**src/rtl/systolic_pkg.sv**
```systemverilog
// Shared types and constants for the systolic array feeder.
package systolic_pkg;

  localparam int DATA_WIDTH_DEF = 16;

  typedef enum logic [1:0] {
    IDLE  = 2'd0,
    FEED  = 2'd1,
    FLUSH = 2'd2
  } state_t;

  // Extra skew depth beyond lane 0 summed over both edges of the array.
  function automatic int flush_len(input int dim_1, input int dim_2);
    return dim_1 + dim_2 - 2;
  endfunction

endpackage

```
**src/rtl/skew_line.sv**
```systemverilog
// Fixed-depth zero-reset delay line; DEPTH registers between d and q.
module skew_line #(
  parameter int DATA_WIDTH = 16,
  parameter int DEPTH      = 1
) (
  input  logic                  clk,
  input  logic                  rst_n,
  input  logic [DATA_WIDTH-1:0] d,
  output logic [DATA_WIDTH-1:0] q
);

  logic [DATA_WIDTH-1:0] stage [DEPTH];

  always_ff @(posedge clk or negedge rst_n) begin
    if (!rst_n) begin
      for (int i = 0; i < DEPTH; i++) stage[i] <= '0;
    end else begin
      stage[0] <= d;
      for (int i = 1; i < DEPTH; i++) stage[i] <= stage[i-1];
    end
  end

  assign q = stage[DEPTH-1];

endmodule

```
**src/rtl/systolic_skew_feeder.sv**
```systemverilog
// Skews A columns / B rows onto a DIM_1 x DIM_2 systolic array and flags when results are final.
// Optional FEED stall counter output under `define SYSTOLIC_FEEDER_STALL_CNT_EN.
module systolic_skew_feeder
  import systolic_pkg::*;
#(
  parameter int DATA_WIDTH = DATA_WIDTH_DEF,
  parameter int DIM_1      = 3,
  parameter int DIM_2      = 3,
  parameter int K_WIDTH    = 8
) (
  input  logic                        clk,
  input  logic                        rst_n,
  input  logic                        start,
  input  logic [K_WIDTH-1:0]          k_len,
  input  logic                        in_valid,
  output logic                        in_ready,
  input  logic [DATA_WIDTH*DIM_1-1:0] a_col,
  input  logic [DATA_WIDTH*DIM_2-1:0] b_row,
  output logic [DATA_WIDTH*DIM_2-1:0] o_1,
  output logic [DATA_WIDTH*DIM_1-1:0] o_2,
  output logic                        busy,
  output logic                        done
`ifdef SYSTOLIC_FEEDER_STALL_CNT_EN
  ,
  output logic [15:0]                 stall_cnt
`endif
);

  // done rises DIM_1+DIM_2 edges after the last handshake, one edge after the
  // corner PE has taken its final product.
  localparam int FLUSH_LAST = flush_len(DIM_1, DIM_2) + 1;
  localparam int FW         = $clog2(FLUSH_LAST + 1);

  state_t             state;
  logic [K_WIDTH-1:0] k_reg;
  logic [K_WIDTH-1:0] acc_cnt;
  logic [FW-1:0]      flush_cnt;
  logic               hs;

  assign in_ready = (state == FEED);
  assign busy     = (state != IDLE);
  assign hs       = in_valid && in_ready;

  always_ff @(posedge clk or negedge rst_n) begin
    if (!rst_n) begin
      state     <= IDLE;
      k_reg     <= '0;
      acc_cnt   <= '0;
      flush_cnt <= '0;
      done      <= 1'b0;
    end else begin
      done <= 1'b0;
      case (state)
        IDLE: begin
          if (start) begin
            if (k_len != '0) begin
              state   <= FEED;
              k_reg   <= k_len;
              acc_cnt <= '0;
            end else begin
              done <= 1'b1;
            end
          end
        end
        FEED: begin
          if (hs) begin
            acc_cnt <= acc_cnt + K_WIDTH'(1);
            if (acc_cnt == k_reg - K_WIDTH'(1)) begin
              state     <= FLUSH;
              flush_cnt <= '0;
            end
          end
        end
        FLUSH: begin
          if (flush_cnt == FW'(FLUSH_LAST)) begin
            state <= IDLE;
            done  <= 1'b1;
          end else begin
            flush_cnt <= flush_cnt + FW'(1);
          end
        end
        default: state <= IDLE;
      endcase
    end
  end

`ifdef SYSTOLIC_FEEDER_STALL_CNT_EN
  always_ff @(posedge clk or negedge rst_n) begin
    if (!rst_n) begin
      stall_cnt <= '0;
    end else if (state == IDLE && start) begin
      stall_cnt <= '0;
    end else if (state == FEED && !in_valid && stall_cnt != 16'hFFFF) begin
      stall_cnt <= stall_cnt + 16'd1;
    end
  end
`endif

  // Non-accepted cycles inject zeros so bubbles add nothing downstream.
  for (genvar r = 0; r < DIM_1; r++) begin : g_row
    skew_line #(.DATA_WIDTH(DATA_WIDTH), .DEPTH(r + 1)) u_line (
      .clk   (clk),
      .rst_n (rst_n),
      .d     (hs ? a_col[(r+1)*DATA_WIDTH-1 -: DATA_WIDTH] : '0),
      .q     (o_2[(r+1)*DATA_WIDTH-1 -: DATA_WIDTH])
    );
  end

  for (genvar c = 0; c < DIM_2; c++) begin : g_col
    skew_line #(.DATA_WIDTH(DATA_WIDTH), .DEPTH(c + 1)) u_line (
      .clk   (clk),
      .rst_n (rst_n),
      .d     (hs ? b_row[(c+1)*DATA_WIDTH-1 -: DATA_WIDTH] : '0),
      .q     (o_1[(c+1)*DATA_WIDTH-1 -: DATA_WIDTH])
    );
  end

endmodule

```
**config.mk**
```make
export PLATFORM = sky130hd
export DESIGN_NAME = systolic_skew_feeder
export DESIGN_NICKNAME = d
export VERILOG_FILES = /design/src/rtl/systolic_pkg.sv /design/src/rtl/skew_line.sv /design/src/rtl/systolic_skew_feeder.sv
export SDC_FILE = /design/constraint.sdc
export NUM_CORES = 1
export LEC_CHECK = 0
export CORE_MARGIN = 2
export CORE_UTILIZATION = 30
export CTS_CLUSTER_SIZE = 16
export DETAILED_ROUTE_END_ITERATION = 10
export GPL_TIMING_DRIVEN = 0
export HOLD_SLACK_MARGIN = 0.03
export SYNTH_ARGS = -nofsm -noshare
export SYNTH_HDL_FRONTEND = slang
export SYNTH_SLANG_ARGS = --single-unit
```
**constraint.sdc**
```tcl
create_clock -name clk -period 5 [get_ports clk]
set_input_delay 0.75 -clock clk [delete_from_list [all_inputs] [get_ports clk]]
set_output_delay 0.75 -clock clk [all_outputs]
set_load 0.02 [all_outputs]
```
Yosys cells after proc, flatten, opt, wreduce, memory -nomap -nowiden. Index checks and enable logic that the tools add are counted.

Logic and storage cells: 64. Bits in latches: 0. Memories kept: 0. Output and inout port bits: 99. Input bits: 108. Memory bits (read-only): 0. RAM bits: 0. Register bits after elaboration: 214.

Reduce and logical (&&, ||, !) cells: 10. Eq/ne operators: 10. Multiplexer cells: 24. $mul: 0. Div/mod/pow operators: 0. Add/subtract/negate cells: 3. Magnitude comparators: 0. Bitwise operators: 0. Shift-type cells: 0.

Operators by type and width (count): 16-bit two-way mux (6); 8-bit two-way mux (3); 8-bit one-hot mux with 2 select lines (1); 2-bit two-way mux (5); 3-bit two-way mux (3); 8-bit by 1-bit adder with 8-bit output, second input constant (1); 8-bit == test (1); 2-bit inequality test, second input constant (4); 4-bit AND reduction (2); 8-bit nonzero test (1); 8-bit by 1-bit subtractor with 8-bit output, second input constant (1); 2-bit one-hot mux with 3 select lines (1); 3-bit one-hot mux with 2 select lines (1); 2-bit nonzero test (3); 5-bit AND reduction (1); 2-bit by 1-bit inequality test with 1-bit output, second input constant (2); 3-bit by 1-bit adder with 3-bit output, second input constant (1); 3-bit == test, second input constant (1); 1-bit two-way mux (3); 3-bit AND reduction (1); 2-bit by 1-bit == test with 1-bit output, second input constant (1); 2-bit == test, second input constant (1); 2-bit zero test (1); 1-bit one-hot mux with 2 select lines (1); 1-bit logical AND (1).

Longest topological paths before layout. Gate-level depths: netlist of run 1.

Depth in word-level cells: 5. Mapped depth: 8. Depth with buffers taken out: 8.

By module. Synthesis of run 1 repeated with hierarchy kept, for this count alone.

Cells, all modules: 501. Area, all modules: 7216.9 um^2.

Modules (own cells, without submodules): skew_line (g_col[2].u_line ...) (seq. area each 1201.2 um^2, area each 1321.3 um^2, instances 2, cells each 64); systolic_skew_feeder (seq. area each 550.5 um^2, area each 1931.9 um^2, instances 1, cells each 245); skew_line (g_col[1].u_line ...) (seq. area each 800.8 um^2, area each 920.9 um^2, instances 2, cells each 48); skew_line (g_col[0].u_line ...) (seq. area each 400.4 um^2, area each 400.4 um^2, instances 2, cells each 16).

Least setup slack after synthesis of run 1. OpenSTA, ideal clock, no wires.

Path type: input-to-reg. Start point: in k_len[5]. End point: reg k_reg[0]. Path buffers: 1. Data arrival time: 2.031 ns. Slack: 2.839 ns. Required time: 4.870 ns. Library setup time: 0.130 ns. Stages: 6. Path through: or4_1 o21ai_1 nor2_1 clkbuf_1 nand2_1 o21ai_1.

Cells in the longest elaborated chain, start to end: 2.

Ends and longest elaborated chain: from (decl) (RTL line systolic_skew_feeder.sv:14) `input logic [K_WIDTH-1:0] k_len,`; 8-bit nonzero test (RTL line systolic_skew_feeder.sv:56) `if (k_len != '0) begin`; 3-bit AND reduction (no line); to (signal assigned) (RTL line systolic_skew_feeder.sv:58) `k_reg <= k_len;`; to (decl) (RTL line systolic_skew_feeder.sv:35) `logic [K_WIDTH-1:0] k_reg;`.

Every way passes these cells. A chain may end at the register's enable or synchronous reset.

Worst setup path after layout of run 1.
Start point: reg state[0]. End point: out in_ready.

Cells in the longest elaborated chain, start to end: 1.

Ends and longest elaborated chain: from (decl) (RTL line systolic_skew_feeder.sv:34) `state_t state;`; from (signal assigned) (RTL line systolic_skew_feeder.sv:46) `state <= IDLE;`; from (signal assigned) (RTL line systolic_skew_feeder.sv:57) `state <= FEED;`; from (signal assigned) (RTL line systolic_skew_feeder.sv:69) `state <= FLUSH;`; 2-bit by 1-bit == test with 1-bit output (RTL line systolic_skew_feeder.sv:40) `assign in_ready = (state == FEED);`; to (decl) (RTL line systolic_skew_feeder.sv:16) `output logic in_ready,`.

Every way passes these cells.

==> metrics.txt, run 1 <==
Synth area leaders=dfrtp_1, and3_1, buf_4; relative slew slack=0.476; Synth Instances=502; worst slew pin tran=0.786 ns; Total Routing Usage GR=0.125; Netlist cell types=43; min Tclk post-route=4.02 ns; Top FF cell, synth=dfrtp_1; pre-CTS setup slack=1.39 ns; Die Area=25400 µm²; Initial Util=0.307; layout cell share with drive strength beyond 1=0.147; Pre-Repair DR Iteration Count=4; clk slew on worst S/H paths=0.06 ns; skew final=0.00833 ns; sequential cell area fraction in the yosys report=0.740; DIE WIDTH=159 µm; via count=4404; I/O Buffers=206; grt ovf=0; first-pass GRT wire length=25.2 mm; Final Hold Fails=0; # IOs=207; CTS H-tree depth=1; buffer count from post-CTS setup fixing=0; DIE HEIGHT=159 µm; post-cts gate resize count=0; DRC=0; RSZ-0062 raised after global routing=false; final non-filler cell area=10600 µm²; CTS tree=done; clk buf depth=3; Final setup viols=0; YS warnings=0; most frequent cells in the layout=dfrtp_1, clkdlybuf4s50_1, and3_1, buf_4, clkbuf_1; number of synthesized flops with an enable pin=0; Yosys reg bits=214; post-synth top area share=0.740; vias in the first global route=4496; FMAX=249 MHz; crit path capture type=primary output; commonest non-fill, non-tap cell in the layout=dfrtp_1; WL/cell=14.6 µm; worst hold slack=0.279 ns; startpoint class of the critical path=flip-flop; PD cells=468 nW/µm²; Req. time, crit path=4.25 ns; syn nets=614; Row Count=56; status=finished clean; clk sinks=214; Via density=4.12; core area=23500 µm²; CTS Buf Count=24; DP Wirelength=11.2 mm; initial DRC count=153; Antenna Nets Post-Route=0; Static Leakage=5.08 nW; final max-slew violation count=0; cell taking the most area after synthesis=dfrtp_1; Hold Path Class=primary input to async pin; final worst slack=0.980 ns; Fillers=2194; largest net degree at the start of global routing=111; Util after Layout=0.448; ANT cells=0; crit path kind=flip-flop to primary output; CTS Hold Bufs=0; Post-Route WL=15.6 mm; CTS Root Cell=clkbuf_16; post-synthesis async set-or-reset flop share=1.00; cell area after synthesis=7230 µm²; initial antenna violation count=0; final RePlAce weighted congestion=0.757; maxcap violations=0; crit-path max FO=10; syn_area_per_cell=14.4 µm²; worst skew pair latency=0.51 ns; Max rail drop VDD=0.212 mV; Worst Path Arrival=3.27 ns; Final period util=0.804; FF-to-FF setup slack=2.62 ns; Area after DPL=9730 µm²; nets=847; area delta synth->final=45.9%
==> stage by stage <==
stage	power, mW	setup TNS (ns)	cells
after global placement	3.17	-1179.07	1027
after global routing	5.23	0	1069
after CTS	5.03	0	1069
after detailed placement	3.19	0	1028
final	4.94	0	1069
after floorplan	2.72	0	502
==> power by group <==
group	total (mW)	leakage, nW	switching, mW	internal [mW]
combinational	1.03	1.91	0.514	0.517
sequential	2.11	2.77	0.124	1.99
clock	1.80	0.394	0.677	1.12
==> logic make-up (layout without fill, tap and decap cells) <==
group | count (synthesis) | after routing | share of synthesized area
flip-flops | 214 | 214 | 0.740
AND/OR/NAND/NOR | 149 | 149 | 0.127
buffers and inverters | 93 | 341 | 0.0815
AO/OA/AOI/OAI | 24 | 24 | 0.0206
XOR/XNOR | 12 | 12 | 0.0145
multiplexers | 6 | 6 | 0.00934
adder cells (fa/ha/maj) | 4 | 4 | 0.00692
==> area by class of cell <==
type                            count  area (µm²)  area share
Tap cell                          319         399      0.0378
Buffer                             88         571      0.0541
Sequential cell                   214        5360       0.507
Inverter                            5        18.8     0.00178
Multi-Input combinational cell    195        1290       0.122
Clock buffer                       29         639      0.0606
Clock inverter                     12         186      0.0177
Timing Repair Buffer              207        2090       0.198
==> worst max-delay path: stages, from the launching register on <==
cell	delay (ns)
dfrtp_1	0.46
nor2b_1	0.16
clkbuf_1	0.50
clkbuf_1	0.52
clkbuf_1	0.43
clkdlybuf4s50_1	0.69
==> layer usage <==
metal	global-route usage	routed length, µm	vias up
met5	0	0	-
met4	0.0355	296	0
met3	0.0307	982	23
met2	0.203	7630	132
met1	0.167	6720	2160
li1	-	-	2089
==> path summary, 6_finish.rpt <==
check / start / endpoint / depth (start not counted)
worst min-delay path: rst_n / g_col[2].u_line.q[4] / 1
worst min register to register: g_row[2].u_line.stage[47] / g_row[2].u_line.stage[31] / 0
worst max register to register: state[0] / state[0] / 6
min in group clk: g_row[2].u_line.stage[47] / g_row[2].u_line.stage[31] / 0
worst max-delay path: state[0] / in_ready / 5
max in group asynchronous: rst_n / g_row[1].u_line.q[12] / 2
==> Yosys cell counts (all sizes together), types with 3 or more instances <==
cell	instances
nand2b	3
a21oi	5
and3	97
buf	64
nor2	11
xnor2	7
o21ai	9
mux2	6
or4	4
ha	4
dfrtp	214
inv	5
nand2	11
or3	3
clkbuf	24
nor3	3
xor2	5
Power figures use the tool's default switching activity.
==> run 2, diff against run 1 <==
clock period = 3.9 ns   (was 5 ns; I/O delays follow)
==> metrics.txt, run 2 (synthesis results as in run 1) <==
status=finished clean; clk slew on worst S/H paths=0.06 ns (about the same); cell repeated most along the worst path=clkbuf_1; FMAX=276 MHz; crit-path max FO=10 (unchanged); CP max-delay cell=clkdlybuf4s50_1; Net Sw Frac=0.267 (about the same); Worst Path Arrival=3.04 ns (-0.23 ns); crit path to=in_ready; final non-filler cell area=10600 µm² (about the same); Antenna Nets Post-Route=0 (unchanged); final max-slew violation count=0 (unchanged); first-pass GRT wire length=25.2 mm (unchanged); DRC=0 (unchanged); FF-to-FF setup slack=1.58 ns (-1.04 ns); Initial Util=0.307 (unchanged); maxcap violations=0 (unchanged); Req. time, crit path=3.31 ns (-0.94 ns); r2r worst-path depth=6 (unchanged); startpoint class of the critical path=flip-flop; Hold Path Class=primary input to async pin; initial antenna violation count=0 (unchanged); min Tclk post-route=3.62 ns; largest net degree at the start of global routing=111 (unchanged); Comb power frac=0.209 (about the same); R2R Path End=flush_cnt[0]; Util after Layout=0.448 (about the same); DIE WIDTH=159 µm (unchanged); worst skew pair latency=0.51 ns (about the same); Finished Layout Cells=1069 (unchanged); Final period util=0.928; worst slew pin tran=0.786 ns (+0.000557 ns); ANT cells=0 (unchanged); Power Internal=4.64 mW (+28%); CTS tree=done; layout cell share with drive strength beyond 1=0.148 (+0.00133); initial DRC count=157 (+2.6%); Static Leakage=5.08 nW (about the same); clock power share=0.364 (about the same); Post-Route WL=15.6 mm (about the same); most frequent cells in the layout=dfrtp_1, clkdlybuf4s50_1, and3_1, buf_4, clkbuf_1; I/O Buffers=206 (unchanged); Pre-Repair DR Iteration Count=4 (unchanged); DIE HEIGHT=159 µm (unchanged); via count=4399 (-0.11%); final RePlAce weighted congestion=0.757 (unchanged); area taken by multi-input logic gates=1290 µm² (unchanged); Max rail drop VDD=0.272 mV (+29%); vias in the first global route=4496 (unchanged); grt ovf=0 (unchanged); Area after DPL=9730 µm² (unchanged); CTS H-tree depth=1 (unchanged); commonest non-fill, non-tap cell in the layout=dfrtp_1; core area=23500 µm² (unchanged); Final setup viols=0 (unchanged); worst reg2reg startpoint=k_reg[0]; area delta synth->final=45.9% (about the same); Via density=4.12 (-0.11%); storage element area=5360 µm² (unchanged); PD cells=600 nW/µm² (+28%); nets=847 (unchanged); CP bufs+invs=4 (unchanged); # IOs=207 (unchanged); relative slew slack=0.476 (about the same); RSZ-0062 raised after global routing=false; WL/cell=14.6 µm (about the same); Sequential Power Share=0.427 (about the same); crit path capture type=primary output; DP Wirelength=11.2 mm (unchanged); skew final=0.00831 ns (-0.0000250 ns); Fillers=2193 (-0.046%); Setup crit start=state[0]; Row Count=56 (unchanged); post-cts gate resize count=1 (+1); NetSw=1.69 mW (+28%); Total Routing Usage GR=0.125 (unchanged); buffer count from post-CTS setup fixing=0 (unchanged); Post-Place Cells=1028 (unchanged); clk buf depth=3 (unchanged); Die Area=25400 µm² (unchanged); Setup TNS=0 ns (unchanged); clk sinks=214 (unchanged); kind of cell adding the most delay to the critical path=buffers and inverters; Crit path depth=5 (unchanged); CP max stage delay=0.69 ns (about the same); crit path kind=flip-flop to primary output; CTS Buf Count=24 (unchanged); CTS Root Cell=clkbuf_16; Tot Pwr=6.33 mW (+28%); crit path cell chain=nor2b_1 > clkbuf_2 > clkbuf_1 > clkbuf_1 > clkdlybuf4s50_1; Final Hold Fails=0 (unchanged); CTS Hold Bufs=0 (unchanged)
[run 2: cell counts in the layout (fill, tap and decap cells not counted)]
No cell type changed its count.
[run 2: cell type report]
type                       count  area share
inverter                       5     0.00178
timing repair buffer         207       0.198
sequential                   214       0.507
buffer                        88      0.0542
clock buffer                  29      0.0606
tap                          319      0.0378
clock inverter                12      0.0177
multi-input combinational    195       0.122
[run 2: worst min path at each step]
| stage | cells past startpoint | to |
|---|---|---|
| 4_1_cts | 1 | g_col[1].u_line.q[13] |
| 3_3_place_gp | 0 | g_col[1].u_line.q[1] |
| 2_1_floorplan | 0 | acc_cnt[0] |
| 3_5_place_dp | 0 | g_col[2].u_line.q[10] |
| 6_report | 1 | g_col[2].u_line.q[4] |
| 5_1_grt | 1 | g_col[2].u_line.q[4] |
[run 2: power by group through the flow]
| stage | clock network, mW | logic (mW) | registers [mW] |
|---|---|---|---|
| detailed placement | 0 | 1.34 | 2.75 |
| floorplan | 0 | 0.722 | 2.76 |
| global route | 2.50 | 1.46 | 2.75 |
| finish | 2.30 | 1.32 | 2.71 |
| global placement | 0 | 1.32 | 2.74 |
| CTS | 2.39 | 1.35 | 2.71 |
[run 2: through the flow]
| stage | worst slack [ns] | hold WS, ns |
|---|---|---|
| 3_5_place_dp | 0.450 | 0.335 |
| 4_1_cts | 0.177 | 0.133 |
| 3_3_place_gp | -6.46 | 0.331 |
| 2_1_floorplan | 1.74 | 0.289 |
| 5_1_grt | 0.0338 | 0.171 |
| 6_report | 0.279 | 0.114 |
[run 2: routing by layer]
metal / wire length, µm / track usage / vias up / share of wire
met5: 0 / 0 / - / 0
met4: 296 / 0.0355 / 0 / 0.019
met3: 982 / 0.0307 / 23 / 0.063
met2: 7630 / 0.203 / 132 / 0.49
met1: 6720 / 0.167 / 2154 / 0.43
li1: - / - / 2090 / -
==> run 3, diff against run 2 <==
SKIP_CTS_REPAIR_TIMING = 1   (was default)
==> results of run 3 <==
Same layout as run 2: the final DEF is identical, and so are final timing and power.
